## src/rtl/pack32to128.sv

```systemverilog
// pack32to128: input packer for the AES datapath.
// Collects four 32-bit words from a valid/ready stream into one 128-bit block.
// Lane order: the first accepted word lands in [31:0], the fourth in [127:96].
// Build option: define PACK_DOUBLE_BUF_EN to decouple the assembly register
// from the output register. Without it, a single-buffer FILL/FULL machine is used.
module pack32to128 (
  input  logic         clk,
  input  logic         rst,
  input  logic         clr,
  input  logic [31:0]  in_word,
  input  logic         in_valid,
  output logic         in_ready,
  output logic [127:0] out_block,
  output logic         out_valid,
  input  logic         out_ready,
  output logic [1:0]   word_cnt
);

  // Words 0..2 are held here; word 3 goes straight into the output register
  // together with these lanes, so a partially written block never reaches out_block.
  logic [95:0]  asm_q, asm_d;
  logic [1:0]   word_cnt_q, word_cnt_d;
  logic [127:0] out_block_q, out_block_d;
  logic         in_accept;
  logic         transfer;
  logic         consume;

`ifdef PACK_DOUBLE_BUF_EN
  logic out_valid_q, out_valid_d;

  // Words 0..2 always fit; word 3 needs the output register free or being freed now.
  always_comb begin
    in_ready = 1'b0;
    if (!rst && !clr) begin
      in_ready = (word_cnt_q != 2'd3) || !out_valid_q || out_ready;
    end
  end

  // Output valid: a transfer in the same cycle as a consume keeps it set.
  always_comb begin
    out_valid_d = out_valid_q;
    if (consume) out_valid_d = 1'b0;
    if (transfer) out_valid_d = 1'b1;
  end

  // Output valid register.
  always_ff @(posedge clk or posedge rst) begin
    if (rst) out_valid_q <= 1'b0;
    else     out_valid_q <= out_valid_d;
  end

  assign out_valid = out_valid_q;
`else
  typedef enum logic {
    FILL = 1'b0,
    FULL = 1'b1
  } state_e;

  state_e state_q, state_d;

  // Ready depends only on registered state (plus rst/clr gating), never on out_ready.
  always_comb begin
    in_ready = !rst && !clr && (state_q == FILL);
  end

  // Next state: the fourth accept fills the buffer, a consume empties it.
  always_comb begin
    state_d = state_q;
    case (state_q)
      FILL:    if (transfer) state_d = FULL;
      FULL:    if (consume)  state_d = FILL;
      default: state_d = FILL;
    endcase
  end

  // State register.
  always_ff @(posedge clk or posedge rst) begin
    if (rst) state_q <= FILL;
    else     state_q <= state_d;
  end

  assign out_valid = (state_q == FULL);
`endif

  // Datapath next-state: lane writes, word counter, and block transfer.
  always_comb begin
    // NOTE: every signal assigned here gets a default first so no latch is inferred.
    asm_d       = asm_q;
    word_cnt_d  = word_cnt_q;
    out_block_d = out_block_q;
    in_accept   = in_valid && in_ready;
    transfer    = in_accept && (word_cnt_q == 2'd3);
    consume     = out_valid && out_ready;
    if (clr) begin
      word_cnt_d = 2'd0;
    end else if (in_accept) begin
      word_cnt_d = word_cnt_q + 2'd1;
      case (word_cnt_q)
        2'd0:    asm_d[31:0]  = in_word;
        2'd1:    asm_d[63:32] = in_word;
        2'd2:    asm_d[95:64] = in_word;
        default: out_block_d  = {in_word, asm_q};
      endcase
    end
  end

  // Datapath registers; rst returns everything to zero immediately.
  always_ff @(posedge clk or posedge rst) begin
    // NOTE: sequential state uses non-blocking assignments so all flops update together.
    if (rst) begin
      asm_q       <= '0;
      word_cnt_q  <= 2'd0;
      out_block_q <= '0;
    end else begin
      asm_q       <= asm_d;
      word_cnt_q  <= word_cnt_d;
      out_block_q <= out_block_d;
    end
  end

  assign out_block = out_block_q;
  assign word_cnt  = word_cnt_q;

endmodule

```

## config.mk

```make
export PLATFORM = sky130hd
export DESIGN_NAME = pack32to128
export DESIGN_NICKNAME = d
export VERILOG_FILES = /design/src/rtl/pack32to128.sv
export SDC_FILE = /design/constraint.sdc
export NUM_CORES = 1
export LEC_CHECK = 0
export ABC_AREA = 1
export BUFFER_PORTS_ARGS = -buffer_cell sky130_fd_sc_hd__buf_2
export CORE_MARGIN = 2
export CORE_UTILIZATION = 49
export DETAILED_ROUTE_END_ITERATION = 16
export GPL_TIMING_DRIVEN = 0
export HOLD_SLACK_MARGIN = 0.06
export PLACE_DENSITY = 0.75
export REMOVE_ABC_BUFFERS = 1
export SYNTH_ARGS = -nofsm -noshare
export SYNTH_HDL_FRONTEND = slang
export SYNTH_SLANG_ARGS = --single-unit
```

## constraint.sdc

```tcl
create_clock -name clk -period 6.5 [get_ports clk]
set_input_delay 0.65 -clock clk [delete_from_list [all_inputs] [get_ports clk]]
set_output_delay 0.65 -clock clk [all_outputs]
set_load 0.02 [all_outputs]
```

==> out/metrics.csv <==
metric;value;unit
RR Startpoint;out_valid$_DFF_PP0_;
CTS root buffer;clkbuf_16;
leak pwr;6.455;nW
Setup crit end kind;flip-flop;
worst slew pin tran;804.0;ps
core box area;17240;µm²
TritonCTS Buffers;24;
final wirelength;20430;µm
vias per cell;4.864;
Final ANT Viol Nets;0;
Cell Pwr Density;302.1;nW/µm²
Max-Cap Viols;0;
1st-pass router iterations;5;
minimum setup slack among reg-to-reg paths;4300;ps
unrepaired setup endpoints after global routing;false;
Max Slew Vio Count;0;
P&R area growth vs syn;23.97;%
setup TNS;0;ps
Setup crit end;out_block[6]$_DFFE_PP0P_;
largest net degree at the start of global routing;115;
startpoint types;flip-flop;
Most Used Layer, Global Route;met2;
relative slew slack;46.40;%
Hold Fails Final Rpt;0;
via count;6732;
port bufs;168;
DRC viols;0;
GR Overflow Total;0;
clk slew on worst S/H paths;60;ps
unique cell type count in the Yosys netlist;14;
wire per inst;14.76;µm
Peak Freq;455.3;MHz
Initial Util;50.08;%
postcts setup bufs;0;
routability cong.;0.7209;
Yosys warning count;0;
worst slack, placed;3909;ps
Synth Cell Area;8632;µm²
vias in the first global route;6503;
routing usage on met3;3.481;%
Min Clock Period, post-route;2196;ps
Final setup viols;0;
die width;136.7;µm
Req. time, crit path;6930;ps
post-CTS resize count;0;
Antenna Cells;0;
Hold/Removal Path Class;input pin to asynchronous set/reset pin;
depth of the most critical reg-to-reg path;7;
clock skew;7.686;ps
initial DRC count;344;
die height;136.7;µm
Die ar.;18690;µm²
clk_lat worst skew;500;ps
CP arrival;2630;ps
share of layout cells above drive strength 1;19.84;%
status;finished, final reports clean;
I/O pin count;169;
cts hold-fix bufs;0;
crit share post-route;33.79;%
global-route wire length before repair;33210;µm
CTS tree;done;
row cnt;48;
Total GRT Usage;22.14;%
Syn Inst Count;975;
worst setup path category;flip-flop to flip-flop;
CTS H-tree lvls;1;
HPWL after detailed placement;12920;µm
worst setup margin;4304;ps
Crit Reg-Reg Endpoint;out_block[6]$_DFFE_PP0P_;
CTS sink count;227;
FF+latch count, synth;227;
syn_area_per_cell;8.853;µm²
critical path peak fanout;37;
antenna violations before repair;0;
Worst VDD drop;0.2433;mV
grt met1 use;31.87;%
met2 usage in global routing;35.42;%
nets;1184;
crit path launch;out_valid$_DFF_PP0_;
clk buf depth;3;
register area share after synthesis;65.81;%
## worst min path at each step
| stage | start | endpoint | slack, ps | depth (start not counted) |
|---|---|---|---|---|
| final | rst | word_cnt[1]$_DFFE_PP0P_ | 310 | 2 |
| after global routing | out_ready | out_valid$_DFF_PP0_ | 340 | 2 |
| after CTS | out_ready | out_valid$_DFF_PP0_ | 340 | 2 |
| after detailed placement | asm_q[54]$_DFFE_PP0P_ | out_block[54]$_DFFE_PP0P_ | 450 | 2 |
| after global placement | asm_q[23]$_DFFE_PP0P_ | out_block[23]$_DFFE_PP0P_ | 450 | 2 |
| after floorplan | asm_q[0]$_DFFE_PP0P_ | out_block[0]$_DFFE_PP0P_ | 440 | 2 |
## logic make-up (layout without fill, tap and decap cells)
logic type / Yosys count / in the layout / share of synthesized area, %
and+or+nand+nor: 687 / 687 / 30.32
DFF: 227 / 227 / 65.81
buffers and inverters: 55 / 239 / 3.174
adders and majority gates: 4 / 4 / 0.5798
AOI/OAI and AO/OA: 2 / 2 / 0.1160
## layout by cell type, fill, tap and decap left out, types with 3 or more instances in the layout
cell type / instances
buf_12: 3
buf_16: 4
buf_2: 168
buf_8: 12
clkbuf_1: 7
clkbuf_16: 25
clkbuf_8: 5
dfrtp_1: 227
ha_1: 4
inv_1: 8
nand2_1: 673
nand3_1: 3
nand4_1: 4
nor2_4: 5
## synthesized netlist by cell type (all sizes together)
master	instances	share of area [%]
buf	26	1.9
clkbuf	20	0.87
dfrtp	227	66
ha	4	0.58
inv	9	0.39
nand2	673	29
nand3	4	0.29
nand4	4	0.29
nor2	5	0.42
nor3	1	0.058
o21ai	2	0.12
## registers in the layout, indices dropped and copies added (netlist names)
register,count
out_valid,1
word_cnt,2
asm_q,96
out_block,128
## critical path, cell delays in order (launching register included)
cell	delay (ps)
dfrtp_1	400
inv_1	160
nand3_2	280
nor2_4	620
buf_12	270
buf_12	220
nand2_1	80
nand2_1	70
## final cells by class
class                           count  area, µm²
Tap cell                          225      281.5
Timing Repair Buffer              188       1202
Clock inverter                      5      77.57
Inverter                            9      41.29
Sequential cell                   227       5680
Clock buffer                       37      720.7
Multi-Input combinational cell    693       2698
Fill cell                        1438       6535
## layer usage
metal  routed length [µm]  share of wire (%)
met2                 9790                 48
met4                  255                1.2
met1                 9251                 45
met5                    0                  0
met3                 1133                5.5
## metrics by stage
stage	util, %	hold slack, ps	std cells	area (µm²)	total power [mW]
2_1_floorplan	-	442.2	929	8392	1.790
3_3_place_gp	55.20	449.7	1322	9514	1.866
3_5_place_dp	57.46	454.7	1342	9903	1.889
4_1_cts	62.09	335.1	1384	10700	3.267
5_1_grt	62.09	341.6	1384	10700	3.373
6_report	62.09	306.4	1384	10700	3.233
## power by group
group / switching (mW) / total (mW) / internal (mW) / leakage (nW)
sequential: 0.0724 / 1.62 / 1.55 / 3.08
combinational: 0.153 / 0.241 / 0.0882 / 2.99
clock: 0.531 / 1.37 / 0.838 / 0.389
total: 0.756 / 3.23 / 2.48 / 6.45
Power figures use the tool's default switching activity.
